--- config.mk ---
export PLATFORM = sky130hd
export DESIGN_NAME = dac8811_arbiter
export DESIGN_NICKNAME = d
export VERILOG_FILES = /design/src/rtl/dac8811_arbiter.sv
export SDC_FILE = /design/constraint.sdc
export NUM_CORES = 1
export LEC_CHECK = 0
export BUFFER_PORTS_ARGS = -buffer_cell sky130_fd_sc_hd__clkbuf_2
export CAP_MARGIN = 0
export CORE_ASPECT_RATIO = 0.6
export CORE_MARGIN = 2
export CORE_UTILIZATION = 47
export CTS_CLUSTER_SIZE = 16
export DETAILED_ROUTE_END_ITERATION = 7
export PLACE_DENSITY = 0.77
export SYNTH_ARGS = -nofsm -noshare
export SYNTH_HDL_FRONTEND = slang
export SYNTH_SLANG_ARGS = --single-unit
--- constraint.sdc ---
create_clock -name clk -period 3 [get_ports clk]
set_clock_uncertainty 0.2 [all_clocks]
set_input_delay 0.3 -clock clk [delete_from_list [all_inputs] [get_ports clk]]
set_output_delay 0.3 -clock clk [all_outputs]
set_load 0.02 [all_outputs]
--- src/rtl/dac8811_arbiter.sv ---
// dac8811_arbiter
// Round-robin sharing of one DAC8811 serial port between NREQ requesters.
// A granted 16-bit code is shifted MSB-first on CS/SCLK/SDI; the winner
// receives a one-cycle ack in the cycle CS rises (the DAC load moment).
//
// Handshake: req[i] is a level request. The requester keeps it high until it
// sees ack[i], and each ack pulse means exactly one frame was loaded. A request
// withdrawn before its grant produces no frame; one withdrawn after its grant
// still completes and is acked. data[16i+15:16i] is sampled only in the grant
// cycle, so it may change freely afterwards.

module dac8811_arbiter #(
    parameter int NREQ    = 4,
    parameter int CLK_DIV = 11,
    parameter int IDW     = $clog2(NREQ)
) (
    input  logic                 clk,
    input  logic                 rst,
    input  logic [NREQ-1:0]      req,
    input  logic [16*NREQ-1:0]   data,
    output logic [NREQ-1:0]      ack,
    output logic                 busy,
    output logic [IDW-1:0]       grant_id,
    output logic                 CS,
    output logic                 SCLK,
    output logic                 SDI
);

    // Phase counter must reach 2H-1 (the GAP length).
    localparam int CW = $clog2(2 * CLK_DIV + 1);
    localparam logic [CW-1:0] H_LAST   = CW'(CLK_DIV - 1);
    localparam logic [CW-1:0] GAP_LAST = CW'(2 * CLK_DIV - 1);
    localparam logic [IDW-1:0] ID_LAST = IDW'(NREQ - 1);

    typedef enum logic [2:0] {
        IDLE  = 3'd0,
        SETUP = 3'd1,
        SHIFT = 3'd2,
        LOAD  = 3'd3,
        GAP   = 3'd4
    } state_t;

    state_t          state;
    logic [CW-1:0]   cnt;
    logic [3:0]      bit_cnt;
    logic [15:0]     shreg;
    logic [IDW-1:0]  rr_ptr;

    logic            found;
    logic [IDW-1:0]  win;
    logic [15:0]     win_data;
    int              cand;

    // Round-robin search starting at rr_ptr; also selects the winner's code.
    always_comb begin
        found    = 1'b0;
        win      = '0;
        cand     = 0;
        win_data = '0;
        for (int k = 0; k < NREQ; k++) begin
            cand = int'(rr_ptr) + k;
            if (cand >= NREQ) begin
                cand = cand - NREQ;
            end
            if (!found && req[IDW'(cand)]) begin
                found = 1'b1;
                win   = IDW'(cand);
            end
        end
        for (int k = 0; k < NREQ; k++) begin
            if (IDW'(k) == win) begin
                win_data = data[16*k +: 16];
            end
        end
    end

    // Frame sequencer: grant, SETUP, 16 bit periods, LOAD, GAP; all pins registered.
    always_ff @(posedge clk or posedge rst) begin
        if (rst) begin
            state    <= IDLE;
            cnt      <= '0;
            bit_cnt  <= '0;
            shreg    <= '0;
            rr_ptr   <= '0;
            grant_id <= '0;
            busy     <= 1'b0;
            ack      <= '0;
            CS       <= 1'b1;
            SCLK     <= 1'b0;
            SDI      <= 1'b0;
        end else begin
            // ack is a single-cycle pulse; only the SHIFT->LOAD step raises it.
            ack <= '0;
            case (state)
                IDLE: begin
                    if (found) begin
                        shreg    <= win_data;
                        grant_id <= win;
                        rr_ptr   <= (win == ID_LAST) ? '0 : win + 1'b1;
                        busy     <= 1'b1;
                        CS       <= 1'b0;
                        SCLK     <= 1'b0;
                        SDI      <= win_data[15];
                        cnt      <= '0;
                        state    <= SETUP;
                    end
                end
                SETUP: begin
                    if (cnt == H_LAST) begin
                        cnt     <= '0;
                        bit_cnt <= '0;
                        SCLK    <= 1'b1;
                        state   <= SHIFT;
                    end else begin
                        cnt <= cnt + 1'b1;
                    end
                end
                SHIFT: begin
                    if (cnt != H_LAST) begin
                        cnt <= cnt + 1'b1;
                    end else begin
                        cnt <= '0;
                        if (SCLK) begin
                            // Falling edge: present the next bit (zero after bit 0).
                            SCLK  <= 1'b0;
                            SDI   <= shreg[14];
                            shreg <= {shreg[14:0], 1'b0};
                        end else if (bit_cnt == 4'd15) begin
                            // Sixteenth low phase done: CS rises, DAC loads, winner acked.
                            CS            <= 1'b1;
                            SDI           <= 1'b0;
                            ack[grant_id] <= 1'b1;
                            state         <= LOAD;
                        end else begin
                            SCLK    <= 1'b1;
                            bit_cnt <= bit_cnt + 1'b1;
                        end
                    end
                end
                LOAD: begin
                    cnt   <= '0;
                    state <= GAP;
                end
                GAP: begin
                    if (cnt == GAP_LAST) begin
                        cnt   <= '0;
                        busy  <= 1'b0;
                        state <= IDLE;
                    end else begin
                        cnt <= cnt + 1'b1;
                    end
                end
                default: begin
                    cnt   <= '0;
                    busy  <= 1'b0;
                    CS    <= 1'b1;
                    SCLK  <= 1'b0;
                    SDI   <= 1'b0;
                    state <= IDLE;
                end
            endcase
        end
    end

endmodule

Word level (Yosys, flattened, before mapping)
Index checks and enable logic that the tools add are counted.
- bits in registers: 39
- bits of input ports: 70
- output and inout bits: 10
- logic and storage cells: 151
- $add $sub $neg: 10
- $lt $le $gt $ge: 10
- equal/unequal tests: 21
- multiplexer cells: 74
- bitwise gates (word level): 3
- reduce and logical (&&, ||, !) cells: 22
- operator list (kind ; count):
    $mux W16 ; 4
    $mux W15 ; 3
    $mux W4 ; 8
    $pmux W15 S2 ; 1
    $mux W1 ; 27
    $mux W5 ; 4
    $pmux W5 S4 ; 1
    $mux W2 ; 9
    $mux W3 ; 6
    $lt A2 B4 Y1 const B ; 4
    $ne A2 B2 Y1 const B ; 8
    $pmux W3 S5 ; 1
    $reduce_and A4 Y1 ; 3
    $reduce_and A5 Y1 ; 2
    $ge A3 B3 Y1 const B ; 3
    $pmux W1 S3 ; 3
    $bmux W1 S2 ; 4
    $pmux W4 S2 ; 1
    $sub A2 B1 Y2 const B ; 4
    $add A2 B2 Y3 const B ; 2
    $eq A3 B2 Y1 const B ; 2
    $reduce_and A6 Y1 ; 1
    $reduce_or A3 Y1 ; 2
    $add A5 B1 Y5 const B ; 1
    27 further kinds ; 36

Logic depth before layout (Yosys ltp)
Gate-level depths: netlist of run 1.
- depth in word-level cells: 22
- gate-level depth with buffers: 10
- depth with buffers taken out: 9

Worst setup path after synthesis of run 1
OpenSTA, ideal clock, no wires.
- path type: register to register
- start point: reg rr_ptr[1]
- end point: reg SDI
- library setup time: 0.125 ns
- data arrival time: 2.446 ns
- setup slack: 0.229 ns
- cell stages (with the launch flop): 11
- period minus slack after synthesis: 2.771 ns
- cells stage by stage: dfrtp_1 -> mux2i_1 -> nor2_1 -> or4_2 -> ha_1 -> clkbuf_1 -> clkbuf_1 -> nand2_1 -> o21ai_0 -> a32o_1 -> mux2_2
- cells in the longest elaborated chain, start to end: 22
- elaborated cells on any way between the ends: 53
- those cells by class: 7 x add/sub; 4 x order compare; 4 x eq/ne; 30 x mux; 8 x reduce/logical
- RTL lines (item ; RTL line ; text):
    start: declaration ; 47 ; logic [IDW-1:0] rr_ptr;
    start signal: assignment ; 99 ; rr_ptr <= (win == ID_LAST) ? '0 : win + 1'b1;
    branches (longest 22 deep; another with $add A2 B1 Y3) ; n/a ;
    end signal: assignment ; 103 ; SDI <= win_data[15];
    end signal: assignment ; 126 ; SDI <= shreg[14];
    end: declaration ; 26 ; output logic SDI
Several ways; the timed one is not identified. The select of a mux whose other input is x is not followed.
A chain may end at the register's enable or synchronous reset.

Worst setup path in the final report of run 1
- start point: reg rr_ptr[1]
- end point: reg shreg[7]
- cells in the longest elaborated chain, start to end: 22
- elaborated cells on any way between the ends: 53
- those cells by class: 7 x add/sub; 4 x order compare; 4 x eq/ne; 30 x mux; 8 x reduce/logical
- RTL lines (item ; RTL line ; text):
    branches (longest 22 deep; another with $add A2 B1 Y3) ; n/a ;
    end signal: assignment ; 97 ; shreg <= win_data;
    end signal: assignment ; 127 ; shreg <= {shreg[14:0], 1'b0};
    end: declaration ; 46 ; logic [15:0] shreg;
Several ways; the timed one is not identified. The select of a mux whose other input is x is not followed.

==> results of run 1 <==
[power by group]
group | switching [mW] | total (mW) | internal (mW)
clock | 0.194 | 0.357 | 0.163
combinational | 0.775 | 1.53 | 0.756
sequential | 0.178 | 0.890 | 0.712
total | 1.15 | 2.78 | 1.63
[final timing paths]
check | cells past startpoint | from | end | slack [ps]
hold reg to reg | 2 | CS$_DFFE_PP1P_ | CS$_DFFE_PP1P_ | 310
min in group asynchronous | 4 | rst | ack[2]$_DFF_PP0_ | 460
setup reg to reg | 9 | rr_ptr[1]$_DFFE_PP0P_ | shreg[7]$_DFFE_PP0P_ | 70
max in group asynchronous | 4 | rst | rr_ptr[1]$_DFFE_PP0P_ | 1760
setup / recovery | 9 | rr_ptr[1]$_DFFE_PP0P_ | shreg[7]$_DFFE_PP0P_ | 70
hold / removal | 3 | data[48] | shreg[0]$_DFFE_PP0P_ | 140
[metal layers]
metal  GRT usage  vias to the layer above  wire length [µm]  share of wire
li1            -                     1266                 -              -
met1      0.3637                     1305              3718           0.50
met2      0.3388                      117              3156           0.43
met3     0.04586                        8               464          0.063
met4     0.04500                        0                57         0.0077
met5           0                        -                 0              0
[through the flow]
stage          hold slack (ps)  setup TNS, ps  utilization  area [µm²]  worst slack, ps
3_3_place_gp             229.1              0       0.5728        3191            81.23
4_1_cts                  126.1              0       0.5898        3286            29.67
3_5_place_dp             237.5              0       0.5728        3191            50.63
6_report                 144.0              0       0.5959        3319            72.90
5_1_grt                  184.0         -10.34       0.5959        3319           -10.34
2_1_floorplan            281.3              0            -        2709            229.2
[logic make-up (layout without fill, tap and decap cells)]
family / after synthesis / in the layout
XOR/XNOR: 3 / 3
AO/OA/AOI/OAI: 104 / 104
adder cells (fa/ha/maj): 8 / 8
AND/OR/NAND/NOR: 89 / 89
flip-flops: 39 / 39
multiplexers: 17 / 17
buffers and inverters: 46 / 123
[worst reg2reg max path: stages, from the launching register on]
cell and delay (ps):
dfrtp_2 410, mux2i_1 210, nor2_1 70, or4_2 660, ha_1 340, buf_4 240
a21oi_1 160, a221o_1 190, a21oi_1 80, mux2_4 260
[registers in the layout (all words and copies together) (netlist names)]
signal and cells:
CS 1, SCLK 1, SDI 1, ack 4, bit_cnt 4, busy 1
cnt 5, grant_id 2, rr_ptr 2, shreg 15, state 3
[layout by cell type, fill, tap and decap left out, types with 2 or more instances in the layout]
master,Yosys,layout
buf_12,1,2
nand3_1,4,4
a22oi_1,3,2
or3_1,3,3
o2111ai_1,2,2
o22ai_1,3,3
a31oi_1,3,3
o21a_1,2,2
a32o_1,2,2
xor2_1,3,3
a21o_1,2,2
a221o_1,14,14
ha_1,8,7
mux2_2,7,7
clkbuf_2,0,79
nand4b_1,2,2
buf_4,0,8
mux2_4,9,9
nor2_1,27,27
nor3_1,6,6
nor3b_1,2,2
o21ai_0,12,12
nor2b_1,2,2
clkbuf_8,0,5
inv_1,24,24
and3_1,3,3
nand3b_1,14,14
a21oi_1,55,55
nand2b_1,2,2
dfrtp_1,38,37
nand2_1,11,11
[area by class of cell]
| type | count | area [µm²] |
|---|---|---|
| Fill cell | 500 | 2251 |
| Multi-Input combinational cell | 221 | 1535 |
| Sequential cell | 39 | 978.4 |
| Timing Repair Buffer | 91 | 530.5 |
| Tap cell | 80 | 100.1 |
| Inverter | 24 | 90.09 |
| Clock buffer | 6 | 72.57 |
| Clock inverter | 2 | 12.51 |
[repair_timing]
action	4_1_cts	5_1_grt
hold buffers	1	0
buffers inserted	0	0
resized for setup	0	3
endpoints found under the setup margin	0	4
endpoints found under the hold margin	38	0
==> key figures, run 1 <==
GRT
  – Grt ovf: 0
  – Vias in the first global route: between 2000 and 3000
  – Total GRT Usage: 0.2348
  – Initial antenna violation count: 0
  – First-pass GRT wire length: between 10000 and 15000 µm
  – Largest net degree at the start of global routing: 40

Synthesis
  – Ys async rst share: 1.000
  – Synth Area in Compound Gates: 0.2425
  – Most frequent cell after synthesis: a21oi_1
  – Ys flop type: dfrtp_1
  – Post-synthesis mux area share: 0.08268
  – Number of flops mapped to enable cells by yosys: 0
  – Syn nets: between 300 and 400
  – Seq/Total Area, Yosys: 0.3607
  – Post-synth top cells: 55 x a21oi_1, 38 x dfrtp_1, 27 x nor2_1
  – Syn Inst Count: 306
  – FF+latch count, synth: 39
  – Avg Synthesized Cell Area: 8.852 µm²
  – Synth area leader: dfrtp_1
  – Synth Area in Adders: 0.03695
  – Syn. warnings: 0
  – Post-synth top area share: 0.3510
  – Post-synthesis xor/xnor area fraction: 0.009700
  – Unique masters post-synth: between 50 and 60
  – Top cells by area, synth: dfrtp_1 35%, a21oi_1 10%, a221o_1 5.2%
  – Largest family of logic cells by synthesized area: compound AO/OA/AOI/OAI gates
  – Cell Area, Synth: between 0.002 and 0.003 mm²
  – Simple-gate share of the synthesized area: 0.1921

STA
  – Slew headroom: 0.5695
  – Tmin final: around 2900 ps
  – Final Hold Viols: 0
  – Slew Viols, Final: 0
  – Slew @ Worst Pin: 645.8 ps
  – Final Cycle Share: 0.9757
  – FMAX: around 340 MHz
  – # setup viols final: 0

Setup path
  – Slowest cell delay on critical path: 660 ps
  – Worst path slowest cell: or4_2
  – Cell Chain, Critical Path: mux2i_1 > nor2_1 > or4_2 > ha_1 > buf_4 > a21oi_1 > a221o_1 > a21oi_1 > mux2_4
  – Max FO, Critical Path: 17
  – Worst Setup Path Type: reg -> reg
  – Critical Path RT: roughly 3000 ps
  – Worst path buffer plus inverter count: 1
  – Cell family with most CP delay: simple AND/OR/NAND/NOR gates
  – Crit start category: flip-flop
  – Cell repeated most along the worst path: a21oi_1
  – Crit path DAT: 2910 ps
  – Crit. End Element: flip-flop

Detailed routing
  – Vias per cell: 5.823
  – Iteration count of the initial detailed-routing pass: 6
  – DRC errors left: 0
  – Post-route antenna net violation count: 0
  – Vias post-DR: 2696
  – Total wire length: 7396 µm
  – Wirelength per Cell: 15.97 µm
  – 1st-iter DRT viols: 236

Floorplan
  – Row cnt: 21
  – Die Span Y: 62.81 µm
  – Core area: between 0.005 and 0.006 mm²
  – Die ar.: roughly 0.0064 mm²
  – Ports: 80
  – Die W: between 100 and 150 µm
  – Initial Util: 0.4863

Pwr
  – Pleak: ~1.6 nW
  – Power, Total: around 2.8 mW
  – Power Dens Cells: 837.1 mW/mm²
  – Worst VDD drop: around 0.55 mV

CTS
  – # clock sinks: 39
  – Clock Latency Late Sink: approximately 290 ps
  – Clock buffer depth: 2
  – CTS clk-pin slew, worst paths: 80 ps
  – H-Tree Depth: 2
  – Number of buffers created by CTS: 5
  – Root Driver: clkbuf_8
  – CTS tree: built

Placement
  – Final RePlAce weighted congestion: 0.8600
  – Port-buffer cells: 79
  – Post-DP HPWL: 5386 µm
  – Inst Count DP: 453

Finish
  – Fin cells: 463
  – Antenna Cells: 0
  – Area Overhead vs Synth: 22.54%
  – Nets: 460
  – Layout cells sized above 1: 0.3238

Run status
  – Status: finished, final reports clean

Worst hold path
  – Hold Crit Class: in -> reg

Run
  – Max Cap Viol: 0
Power figures use the tool's default switching activity.
==> run 2, diff against run 1 <==
CELL_PAD_IN_SITES_DETAIL_PLACEMENT = 1   (was not set)
CELL_PAD_IN_SITES_GLOBAL_PLACEMENT = 2   (was not set)
CORE_UTILIZATION = 27   (was 47)
HOLD_SLACK_MARGIN = 0.08   (was not set)
PLACE_DENSITY = not set   (was 0.77)
PLACE_DENSITY_LB_ADDON = 0.1   (was not set)
SLEW_MARGIN = 40   (was not set)
==> key figures, run 2 (synthesized netlist as in run 1, its figures left out) <==
Floorplan
  – Row cnt: 28
  – Die ar.: 0.01088 mm²
  – Core area: 0.009809 mm²
  – Die W: 133.3 µm
  – Initial Util: 0.2761
  – Die Span Y: 81.59 µm
  – Ports: 80

Finish
  – Nets: 462
  – FILL cells: approximately 1200
  – Area Overhead vs Synth: 29.24%
  – Antenna Cells: 0
  – Most common library cell in the layout ignoring fill and taps: clkbuf_2
  – Largest regs: shreg: 15 flops, cnt: 5 flops
  – Reg with most FFs: shreg
  – Most frequent cells in the layout: 79 x clkbuf_2, 55 x a21oi_1, 37 x dfrtp_1
  – Layout cells sized above 1: 0.3273
  – Flip-flop count of the largest register after layout: 15

STA
  – Slew @ Worst Pin: 671.3 ps
  – Worst hold slack: 127.4 ps
  – Tmin final: about 2900 ps
  – # setup viols final: 0
  – Setup Total Neg Slack: 0 ps
  – Unrepaired setup endpoints after global routing: no
  – Final Hold Viols: 0
  – FMAX: between 300 and 400 MHz
  – Final Cycle Share: 0.9528
  – Slew Viols, Final: 0
  – Slew headroom: 0.5525

Detailed routing
  – 1st-iter DRT viols: between 70 and 80
  – Total wire length: 8870 µm
  – DRC errors left: 0
  – Wirelength per Cell: 17.06 µm
  – Vias per cell: 4.996
  – Vias post-DR: 2598
  – Post-route antenna net violation count: 0
  – Iteration count of the initial detailed-routing pass: 4

Pwr
  – Worst VDD drop: between 0.2 and 0.3 mV
  – Pleak: 1.667 nW
  – Logic pwr share: 0.511
  – Sequential power share: 0.281
  – Switching pwr: 1.196 mW
  – Clk pwr share: 0.207
  – Int Pwr: 1.899 mW
  – Net Sw Frac: 0.3863
  – Power Dens Cells: roughly 900 mW/mm²

CTS
  – # clock sinks: 39
  – CTS tree: built
  – Clock buffer depth: 2
  – H-Tree Depth: 2
  – Root Driver: clkbuf_16
  – CTS clk-pin slew, worst paths: 60 ps
  – Number of buffers created by CTS: 5
  – Post-CTS Setup Repair Bufs: 0
  – Clock Latency Late Sink: 290 ps

GRT
  – Initial antenna violation count: 0
  – First-pass GRT wire length: 14170 µm
  – Largest net degree at the start of global routing: 40
  – Grt ovf: 0
  – Vias in the first global route: 2704
  – Total GRT Usage: 0.1674

Setup path
  – Crit. End Element: flip-flop
  – Max FO, Critical Path: 9
  – Setup crit start: rr_ptr[1]$_DFFE_PP0P_
  – Worst reg2reg startpoint: rr_ptr[1]$_DFFE_PP0P_
  – Worst Setup Path Type: reg -> reg
  – Slowest cell delay on critical path: 660 ps
  – Worst path slowest cell: or4_2
  – Crit path DAT: 2830 ps
  – Worst path buffer plus inverter count: 1
  – Crit start category: flip-flop
  – Cell family with most CP delay: simple AND/OR/NAND/NOR gates
  – Critical Path RT: 2980 ps
  – Cell Chain, Critical Path: mux2i_1 > nor2_1 > or4_2 > ha_1 > buf_4 > nand3b_1 > a221o_1 > a21oi_1 > mux2_4

Placement
  – Port-buffer cells: 79
  – Final RePlAce weighted congestion: 0.7442
  – Post-DP HPWL: 6441 µm

Run
  – Max Cap Viol: 0

Worst hold path
  – Worst hold start: data[48]
  – Hold Crit Class: in -> reg

Run status
  – Status: finished, final reports clean
[run 2: final timing paths]
check / to / slack, ps / cells after the start
setup reg to reg: shreg[10]$_DFFE_PP0P_ / 140 / 9
setup / recovery: shreg[10]$_DFFE_PP0P_ / 140 / 9
min in group asynchronous: shreg[10]$_DFFE_PP0P_ / 470 / 4
hold / removal: shreg[0]$_DFFE_PP0P_ / 130 / 3
max in group asynchronous: rr_ptr[1]$_DFFE_PP0P_ / 1720 / 4
hold reg to reg: CS$_DFFE_PP1P_ / 310 / 2
[run 2: repair_timing]
item,CTS,global route
endpoints found under the hold margin,38,0
hold buffers,1,0
gates resized for setup,0,4
setup endpoints to repair,0,12
[run 2: worst reg2reg max path: stages (launching register included)]
cell      delay [ps]
dfrtp_2          420
mux2i_1          230
nor2_1            70
or4_2            660
ha_1             360
buf_4            230
nand3b_1         100
a221o_1          160
a21oi_1           70
mux2_4           260
[run 2: final cells by class]
class | instances | area (µm²) | share of cell area
inverters | 24 | 90.09 | 0.02573
multi-input cells | 221 | 1540 | 0.4400
well taps | 135 | 168.9 | 0.04825
repair buffers | 93 | 549.3 | 0.1569
clock buffers | 6 | 138.9 | 0.03967
clock inverters | 2 | 35.03 | 0.01001
flip-flops and latches | 39 | 978.4 | 0.2795
[run 2: through the flow]
stage                 util  power, mW  cell area (µm²)  worst slack, ps  cells
global placement    0.3338      2.377             3274            184.0    510
CTS                 0.3526      3.070             3458            92.86    519
detailed placement  0.3338      2.400             3274            122.7    510
finish              0.3569      3.095             3501            141.7    520
global route        0.3569      3.348             3501            19.95    520
floorplan                -      1.977             2709            229.2    306
[run 2: power groups by stage]
stage          logic [mW]  registers (mW)  clock network [mW]
3_5_place_dp         1.53           0.874                   0
3_3_place_gp         1.51           0.872                   0
6_report             1.58           0.870               0.642
4_1_cts              1.54           0.870               0.663
5_1_grt              1.76           0.900               0.685
2_1_floorplan        1.11           0.870                   0
[run 2: routing by layer]
metal	track usage	wire length, µm
met4	0.03830	74
met3	0.03519	360
met1	0.2359	4582
met2	0.2649	3853
met5	0	0
==> run 3, diff against run 2 <==
--- a/config.mk
+++ b/config.mk
@@ -12,5 +12,5 @@
 export CORE_ASPECT_RATIO = 0.6
 export CORE_MARGIN = 2
-export CORE_UTILIZATION = 27
+export CORE_UTILIZATION = 30
 export CTS_CLUSTER_SIZE = 16
 export DETAILED_ROUTE_END_ITERATION = 7
==> constraint.sdc (replaced) <==
create_clock -name clk -period 3.13 [get_ports clk]
set_clock_uncertainty 0.2 [all_clocks]
set_input_delay 0.1565 -clock clk [delete_from_list [all_inputs] [get_ports clk]]
set_output_delay 0.1565 -clock clk [all_outputs]
set_load 0.02 [all_outputs]
==> key figures, run 3 (synthesized netlist as in run 1, its figures left out) <==
STA
  – Slew @ Worst Pin: between 600 and 700 ps
  – Tmin final: 2991 ps
  – FMAX: 334.3 MHz
  – Final Hold Viols: 0
  – Unrepaired setup endpoints after global routing: no
  – Slew Viols, Final: 0
  – # setup viols final: 0
  – Final Cycle Share: 0.9557
  – Slew headroom: 0.5798
  – Setup Total Neg Slack: 0 ps

CTS
  – Clock buffer depth: 2
  – Root Driver: clkbuf_16
  – Post-CTS Setup Repair Bufs: 0
  – Number of buffers created by CTS: 5
  – Clock Latency Late Sink: 290 ps
  – # clock sinks: 39
  – CTS clk-pin slew, worst paths: 60 ps
  – CTS tree: built
  – H-Tree Depth: 2

Placement
  – Placed cell area: about 0.0032 mm²
  – Post-DP HPWL: 6488 µm
  – Port-buffer cells: around 80
  – Final RePlAce weighted congestion: roughly 0.80

Setup path
  – R2R cell count: 9
  – Critical Path RT: 3100 ps
  – Crit. End Element: flip-flop
  – R2r endpoint: shreg[13]$_DFFE_PP0P_
  – Crit path DAT: 2960 ps
  – Worst R2R Setup Slack: 140 ps
  – Max FO, Critical Path: 19
  – Crit start category: flip-flop
  – Worst Setup Path Type: reg -> reg
  – Worst reg2reg startpoint: rr_ptr[1]$_DFFE_PP0P_

GRT
  – First-pass GRT wire length: 14320 µm
  – Largest net degree at the start of global routing: 40
  – Grt ovf: 0
  – Total GRT Usage: 0.1873
  – Vias in the first global route: 2724
  – Initial antenna violation count: 0

Finish
  – FILL cells: 1029
  – Largest regs: shreg: 15 flops, cnt: 5 flops
  – Util after Layout: 0.3934
  – Reg with most FFs: shreg
  – Antenna Cells: 0
  – Reg area: 977.2 µm²
  – Layout cells sized above 1: 0.3203
  – Nets: 461
  – Multi-input gate area: 0.001545 mm²
  – Area Overhead vs Synth: 25.68%
  – Most common library cell in the layout ignoring fill and taps: clkbuf_2
  – Most frequent cells in the layout: 79 x clkbuf_2, 55 x a21oi_1, 38 x dfrtp_1
  – Final Cell Area: 0.003405 mm²
  – Flip-flop count of the largest register after layout: 15

Detailed routing
  – Wirelength per Cell: 17.41 µm
  – Vias per cell: between 5 and 6
  – Iteration count of the initial detailed-routing pass: 4
  – DRC errors left: 0
  – Vias post-DR: 2648
  – Post-route antenna net violation count: 0
  – Total wire length: about 8600 µm
  – 1st-iter DRT viols: 95

Run status
  – Status: finished, final reports clean

Floorplan
  – Die Span Y: approximately 78 µm
  – Ports: 80
  – Row cnt: 26
  – Die W: 126.7 µm
  – Core area: about 0.0087 mm²
  – Initial Util: 0.3130
  – Die ar.: 0.009831 mm²

Worst hold path
  – Hold Crit Class: in -> reg
  – Worst hold start: data[16]
  – Hold path endpoint: shreg[0]$_DFFE_PP0P_
  – WHS Path Cells: 5

Run
  – Max Cap Viol: 0

Pwr
  – Worst VDD drop: a little over 0.3 mV
  – Pleak: 1.630 nW
  – Power Dens Cells: around 820 mW/mm²
  – Power, Total: 2.797 mW
## run 3: cell type report
type	instances	area share
clock inverters	1	0.001470
clock buffers	7	0.03896
repair buffers	92	0.1510
flip-flops and latches	39	0.2870
inverters	24	0.02646
multi-input cells	221	0.4539
well taps	112	0.04116
## run 3: routing by layer
metal  share of wire  routed length (µm)  track usage
met5               0                   0            0
met1            0.51                4417       0.2609
met4          0.0089                  77      0.04286
met3           0.035                 306      0.04690
met2            0.44                3832       0.2946
## run 3: worst max-delay path by stage
stage	start	end	slack (ps)	cells past startpoint
2_1_floorplan	rr_ptr[1]$_DFFE_PP0P_	SDI$_DFFE_PP0P_	360	10
3_3_place_gp	rr_ptr[1]$_DFFE_PP0P_	SDI$_DFFE_PP0P_	170	9
3_5_place_dp	rr_ptr[1]$_DFFE_PP0P_	shreg[12]$_DFFE_PP0P_	60	10
4_1_cts	rr_ptr[1]$_DFFE_PP0P_	shreg[13]$_DFFE_PP0P_	20	9
5_1_grt	rr_ptr[1]$_DFFE_PP0P_	shreg[13]$_DFFE_PP0P_	10	9
6_report	rr_ptr[1]$_DFFE_PP0P_	shreg[13]$_DFFE_PP0P_	140	9
## run 3: power by group
group / total, mW / internal [mW] / leakage (nW) / switching (mW)
registers: 0.853 / 0.682 / 0.494 / 0.171
clock network: 0.499 / 0.295 / 0.0679 / 0.204
logic: 1.45 / 0.707 / 1.07 / 0.738
total: 2.80 / 1.68 / 1.63 / 1.11
## run 3: critical path: stages, from the launching register on
cell and delay (ps):
dfrtp_1 440, mux2i_1 280, nor2_1 90, or4_2 670, ha_2 320, buf_4 240, a21oi_1 140, a221o_1 170
a21oi_1 60, mux2_4 250
## run 3: stage by stage
step / std cells / setup WS (ps) / hold WS, ps
after floorplan: 306 / 359.2 / 158.4
after global placement: 486 / 172.7 / 106.6
after detailed placement: 486 / 60.00 / 111.6
after CTS: 496 / 16.99 / 89.39
after global routing: 496 / 10.06 / 123.7
final: 496 / 138.6 / 96.48
## run 3: timing repair
action / in CTS / in global routing
pin swaps: 0 / 0
hold buffers: 2 / 0
resized for setup: 1 / 4
endpoints found under the setup margin: 3 / 10
hold endpoints to repair: 39 / 0
